===== config.mk =====
export PLATFORM = sky130hd
export DESIGN_NAME = uart_frame_parser
export DESIGN_NICKNAME = d
export VERILOG_FILES = /design/src/rtl/uart_frame_parser_pkg.sv /design/src/rtl/uart_word_packer.sv /design/src/rtl/uart_frame_parser.sv
export SDC_FILE = /design/constraint.sdc
export NUM_CORES = 1
export LEC_CHECK = 0
export BUFFER_PORTS_ARGS = -buffer_cell sky130_fd_sc_hd__buf_2
export CAP_MARGIN = 20
export CORE_MARGIN = 1
export CORE_UTILIZATION = 45
export DETAILED_ROUTE_END_ITERATION = 12
export PLACE_DENSITY_LB_ADDON = 0.15
export SLEW_MARGIN = 5
export SYNTH_ARGS = -nofsm -noshare
export SYNTH_HDL_FRONTEND = slang
export SYNTH_SLANG_ARGS = --single-unit

===== constraint.sdc =====
create_clock -name clock -period 5.8 [get_ports clock]
set_input_delay 1.74 -clock clock [delete_from_list [all_inputs] [get_ports clock]]
set_output_delay 1.74 -clock clock [all_outputs]
set_load 0.1 [all_outputs]

===== src/rtl/uart_frame_parser_pkg.sv =====
// Shared definitions for the UART frame parser: parser state encoding,
// error codes and default framing parameters.
// Ports: none (package).
// Optional feature macro: UART_FRAME_TIMEOUT_EN (used by uart_frame_parser).
package uart_frame_parser_pkg;

    localparam int unsigned BYTE_W = 8;
    localparam int unsigned WORD_W = 32;

    typedef enum logic [2:0] {
        ST_IDLE    = 3'd0,
        ST_CMD     = 3'd1,
        ST_LEN     = 3'd2,
        ST_PAYLOAD = 3'd3,
        ST_CHK     = 3'd4
    } state_t;

    localparam logic [1:0] ERR_LEN     = 2'd1;
    localparam logic [1:0] ERR_CHK     = 2'd2;
    localparam logic [1:0] ERR_TIMEOUT = 2'd3;

    localparam logic [BYTE_W-1:0] HEADER_DEFAULT    = 8'hA5;
    localparam int unsigned       MAX_WORDS_DEFAULT = 16;
    localparam logic [31:0]       TIMEOUT_DEFAULT   = 32'd500000;

endpackage


===== src/rtl/uart_word_packer.sv =====
// Packs payload bytes MSB-first into 32-bit words.
// Ports:
//   clock, rst      - clock, synchronous active-high reset
//   clear           - restart packing at a byte boundary (frame start)
//   shift_en        - shift_byte is a payload byte to consume
//   shift_byte      - payload byte
//   byte_cnt        - bytes already held for the current word (0..3)
//   word_valid      - one-cycle strobe, word_data holds a completed word
//   word_data       - last completed word, first byte in bits [31:24]
module uart_word_packer
    import uart_frame_parser_pkg::*;
(
    input  logic              clock,
    input  logic              rst,
    input  logic              clear,
    input  logic              shift_en,
    input  logic [BYTE_W-1:0] shift_byte,
    output logic [1:0]        byte_cnt,
    output logic              word_valid,
    output logic [WORD_W-1:0] word_data
);

    // The three earlier bytes of the word in progress
    logic [WORD_W-BYTE_W-1:0] shift_q;

    always_ff @(posedge clock) begin
        if (rst) begin
            shift_q    <= '0;
            byte_cnt   <= 2'd0;
            word_valid <= 1'b0;
            word_data  <= '0;
        end else begin
            word_valid <= 1'b0;
            if (clear) begin
                shift_q  <= '0;
                byte_cnt <= 2'd0;
            end else if (shift_en) begin
                shift_q  <= {shift_q[WORD_W-2*BYTE_W-1:0], shift_byte};
                byte_cnt <= byte_cnt + 2'd1;
                if (byte_cnt == 2'd3) begin
                    word_valid <= 1'b1;
                    word_data  <= {shift_q, shift_byte};
                end
            end
        end
    end

endmodule


===== src/rtl/uart_frame_parser.sv =====
// Extracts framed command packets (header, cmd, len, payload words, XOR
// checksum) from a UART byte stream and streams payload words downstream.
// Optional feature macro: UART_FRAME_TIMEOUT_EN enables an inter-byte idle
// timeout that aborts a stalled frame with err_code 3.
// Ports:
//   clock, rst   - clock, synchronous active-high reset
//   rx_en        - one-cycle strobe, rx_data holds a received byte
//   rx_data      - received byte
//   frame_busy   - high from header accept until frame end
//   frame_cmd    - command byte of the current/last frame
//   frame_len    - word count of the current/last frame
//   word_valid   - one-cycle strobe for word_data/word_idx
//   word_data    - assembled payload word
//   word_idx     - 0-based index of word_data in the frame
//   frame_done   - one-cycle strobe, checksum matched
//   frame_err    - one-cycle strobe, frame aborted
//   err_code     - reason for the last frame_err (1 len, 2 chk, 3 timeout)
module uart_frame_parser
    import uart_frame_parser_pkg::*;
#(
    parameter logic [BYTE_W-1:0] HEADER         = HEADER_DEFAULT,
    parameter int unsigned       MAX_WORDS      = MAX_WORDS_DEFAULT,
    parameter logic [31:0]       TIMEOUT_CYCLES = TIMEOUT_DEFAULT
) (
    input  logic              clock,
    input  logic              rst,
    input  logic              rx_en,
    input  logic [BYTE_W-1:0] rx_data,
    output logic              frame_busy,
    output logic [BYTE_W-1:0] frame_cmd,
    output logic [BYTE_W-1:0] frame_len,
    output logic              word_valid,
    output logic [WORD_W-1:0] word_data,
    output logic [7:0]        word_idx,
    output logic              frame_done,
    output logic              frame_err,
    output logic [1:0]        err_code
);

    state_t            state;
    logic [BYTE_W-1:0] chk;
    logic [7:0]        word_cnt;
    logic [1:0]        byte_cnt;
    logic              len_bad_c;
    logic              pack_clear_c;
    logic              pack_shift_c;

    assign len_bad_c    = (rx_data == '0) || (rx_data > BYTE_W'(MAX_WORDS));
    // Packer restarts on header accept and again once the length is known
    assign pack_clear_c = rx_en && (((state == ST_IDLE) && (rx_data == HEADER)) ||
                                    (state == ST_LEN));
    assign pack_shift_c = rx_en && (state == ST_PAYLOAD);

    uart_word_packer u_packer (
        .clock      (clock),
        .rst        (rst),
        .clear      (pack_clear_c),
        .shift_en   (pack_shift_c),
        .shift_byte (rx_data),
        .byte_cnt   (byte_cnt),
        .word_valid (word_valid),
        .word_data  (word_data)
    );

`ifdef UART_FRAME_TIMEOUT_EN
    logic [31:0] idle_cnt;

    // Idle clocks since the last byte while a frame is open
    always_ff @(posedge clock) begin
        if (rst || rx_en || (state == ST_IDLE)) begin
            idle_cnt <= 32'd0;
        end else begin
            idle_cnt <= idle_cnt + 32'd1;
        end
    end
`else
    logic unused_timeout;
    assign unused_timeout = ^TIMEOUT_CYCLES;
`endif

    // Frame state machine, checksum and registered frame outputs
    always_ff @(posedge clock) begin
        if (rst) begin
            state      <= ST_IDLE;
            chk        <= '0;
            word_cnt   <= 8'd0;
            frame_busy <= 1'b0;
            frame_cmd  <= '0;
            frame_len  <= '0;
            word_idx   <= 8'd0;
            frame_done <= 1'b0;
            frame_err  <= 1'b0;
            err_code   <= 2'd0;
        end else begin
            frame_done <= 1'b0;
            frame_err  <= 1'b0;
            if (rx_en) begin
                case (state)
                    ST_IDLE: begin
                        if (rx_data == HEADER) begin
                            state      <= ST_CMD;
                            frame_busy <= 1'b1;
                            chk        <= '0;
                        end
                    end
                    ST_CMD: begin
                        frame_cmd <= rx_data;
                        chk       <= chk ^ rx_data;
                        state     <= ST_LEN;
                    end
                    ST_LEN: begin
                        if (len_bad_c) begin
                            frame_err  <= 1'b1;
                            err_code   <= ERR_LEN;
                            frame_busy <= 1'b0;
                            state      <= ST_IDLE;
                        end else begin
                            frame_len <= rx_data;
                            chk       <= chk ^ rx_data;
                            word_cnt  <= 8'd0;
                            state     <= ST_PAYLOAD;
                        end
                    end
                    ST_PAYLOAD: begin
                        chk <= chk ^ rx_data;
                        if (byte_cnt == 2'd3) begin
                            word_idx <= word_cnt;
                            word_cnt <= word_cnt + 8'd1;
                            if (word_cnt == frame_len - 8'd1) begin
                                state <= ST_CHK;
                            end
                        end
                    end
                    ST_CHK: begin
                        if (rx_data == chk) begin
                            frame_done <= 1'b1;
                        end else begin
                            frame_err <= 1'b1;
                            err_code  <= ERR_CHK;
                        end
                        frame_busy <= 1'b0;
                        state      <= ST_IDLE;
                    end
                    default: begin
                        frame_busy <= 1'b0;
                        state      <= ST_IDLE;
                    end
                endcase
`ifdef UART_FRAME_TIMEOUT_EN
            end else if ((state != ST_IDLE) && (idle_cnt == TIMEOUT_CYCLES - 32'd1)) begin
                frame_err  <= 1'b1;
                err_code   <= ERR_TIMEOUT;
                frame_busy <= 1'b0;
                state      <= ST_IDLE;
`endif
            end
        end
    end

endmodule


==> results.ini <==
[outcome]
outcome=completed

[routing]
vias=3896
routed_wl_mm=10.12
drtIter0Drc=196
drc=0
first_pass_iters=4
antenna_left=0
post_drt_wl_per_cell_um=13.48
vias_per_cell=5.188

[timing]
setup_viol=0
period_needed_ns=3.206
worst_slack_ns=2.594
fmax_ghz=0.3119
rsz0062_at_grt=false
hold_viol=0
relSlewSlack=0.3080
fin_crit_sh=0.5528
fin_setup_tns_ns=0
worstMarginPinSlew_ns=1.035
whs_ns=0.4477
maxSlewViolCount=0
fin_skew_ns=0.01267

[synthesis]
ys_async_sr_fraction=0
synth.most_common_cell=nand2_1
synth_cell_type_count=48
ys.flop_type=dfxtp_1
synth_top_cells_by_area=dfxtp_1 (47%), nand2_1 (14%), a21oi_1 (9.6%)
synth_common_cells=nand2_1 (173), dfxtp_1 (107), a21oi_1 (87)
synthCells=568
synth.top_cell.area_share=0.4720
synth_edf_count=0
ys_seq_elements=107
synth_top_cell_by_area=dfxtp_1
yosysSeqAreaShare=0.4720
synth_nets=582
netlist_area_um2=4538
avgSynthCellArea_um2=7.990
ys.warnings.count=0

[pwr]
p_sw_mw=0.3609
power.internal_mw=0.9301
p_seq_frac=0.577
p_comb_frac=0.081
powerDensity_nw_per_um2=254.3
p_sw_frac=0.2796
p_leak_nw=1.897
clock_power_share=0.342
peakVddDrop_v=0.00009958
total_power_mw=1.291

[clock_network]
cts_num_sinks=107
path_clk_slew_ns=0.11
clock_latency_ns=0.37
post_cts_resized=0
h-tree-depth=3
postCtsSetupBuffers=0
hold_buffers=0
root_buffer=clkbuf_8
cts_tree=built
clockBufferDepth=2
cts_buffers=9

[placed_design]
io_buffers=72
hpwl_mm=6.778
place_congestion=0.7981
post-place-ws_ns=2.194
place_inst=735
place_area_um2=4892

[global_route]
met1_usage=0.2853
grt_usage=0.2014
gr-max-usage-layer=met2
grt_pass1_vias=3440
met3_usage=0.03352
grt-ovfl-total=0
met2_usage=0.3067
grt_pass1_wl_mm=16.63
grt_max_degree=68
antenna_found_initial=0

[finish]
final_cells=751
drive_gt1_frac=0.1731
utilization=0.5193
n_fill_cell=977
syn_to_final_growth_pct=11.86
fin_area_um2=5076
nets=627
antenna_cells=0
ff_latch_area_um2=2142
multi_input_area_um2=2133

[setup_path]
startpoint_type=primary input
crit_chain=buf_2 -> nor4_1 -> xnor2_1 -> a21oi_4 -> nor3_4 -> nand2_4 -> o32ai_2
cp_max_fo=10
crit_arrival_ns=3.50
slowest_stage=nor3_4
critPathMaxStageDelay_ns=0.40
cp_num_buf_inv=1
path_class=primary input to flip-flop
crit_family=simple AND/OR/NAND/NOR gates
crit_required_ns=6.09
cp-end-kind=flip-flop

[die]
io_pins=73
die_h_um=102.4
dieArea_um2=10490
rows=36
die_x_um=102.4
core_um2=9774
initial_core_util=0.4643

[job]
drv_cap=0

[min_path]
hold_class=flip-flop to flip-flop

-- power by group through the flow --
| stage | Sequential, mW | Combinational, mW | Clock [mW] |
|---|---|---|---|
| after global placement | 0.762 | 0.103 | 0 |
| final | 0.745 | 0.105 | 0.441 |
| after detailed placement | 0.762 | 0.104 | 0 |
| after global routing | 0.746 | 0.114 | 0.474 |
| after floorplan | 0.777 | 0.0701 | 0 |
| after CTS | 0.745 | 0.105 | 0.446 |
-- flip-flops by register name (all words and copies together) (netlist names), 3 cells and up --
| register | count |
|---|---|
| chk | 8 |
| u_packer.word_data | 32 |
| state | 3 |
| u_packer.shift_q | 24 |
| word_idx | 8 |
| frame_cmd | 8 |
| frame_len | 8 |
| word_cnt | 8 |
-- per-layer routing --
layer,wire length (um),vias up,part of all wire
met5,0,-,0
met4,86,0,0.0085
met3,433,8,0.043
met2,4506,79,0.45
met1,5096,1824,0.50
li1,-,1985,-
-- final cells by class --
| class | count | share of cell area |
|---|---|---|
| flip-flops and latches | 107 | 0.4220 |
| multi-input cells | 404 | 0.4203 |
| repair buffers | 77 | 0.07838 |
| well taps | 133 | 0.03278 |
| clock buffers | 10 | 0.02514 |
| clock inverters | 6 | 0.01109 |
| inverters | 14 | 0.01035 |
-- path summary, 6_finish.rpt --
path / slack, ns / endpoint / cells past startpoint / from
worst max-delay path: 2.59 / chk[6] / 7 / rx_data[3]
worst min-delay path: 0.45 / u_packer.word_data[28] / 2 / u_packer.shift_q[20]
worst max register to register: 3.34 / u_packer.word_data[0] / 8 / state[2]
worst min register to register: 0.45 / u_packer.word_data[28] / 2 / u_packer.shift_q[20]
-- worst register-to-register path, cell delays in order, from the launching register on --
cell and delay (ns):
dfxtp_1 0.52, and2b_1 0.40, nand2_1 0.11, nor2_2 0.09, buf_4 0.27, and2_1 0.42, buf_4 0.36, nand2_1 0.10
a21oi_1 0.13
-- placed cells by master, fill, tap and decap left out, types with 2 or more instances in the layout --
cell,instances
clkbuf_8,9
nand2_4,2
o32ai_1,4
nand3_1,14
xor2_1,4
a211oi_1,2
ha_1,3
o21a_1,9
nand2_1,173
xnor2_1,18
nand4_1,5
nor2_1,19
a31oi_1,3
nor4_1,5
a21oi_1,87
and3_1,4
or3_1,3
o21ai_0,6
o22ai_1,2
nand2b_1,3
nor2_2,2
nor3_1,10
or4_1,3
inv_8,2
o21ai_1,3
buf_4,5
buf_2,72
inv_1,13
o32ai_2,4
dfxtp_1,107
clkinv_4,2
-- kinds of logic after synthesis --
family                     after synthesis  synth area share
AOI/OAI and AO/OA                      127            0.1698
buffers and inverters                   57           0.05790
adders and majority gates                3          0.008272
DFF                                    107            0.4720
and+or+nand+nor                        252            0.2495
xor gates and xnor gates                22           0.04246
Power figures use the tool's default switching activity.
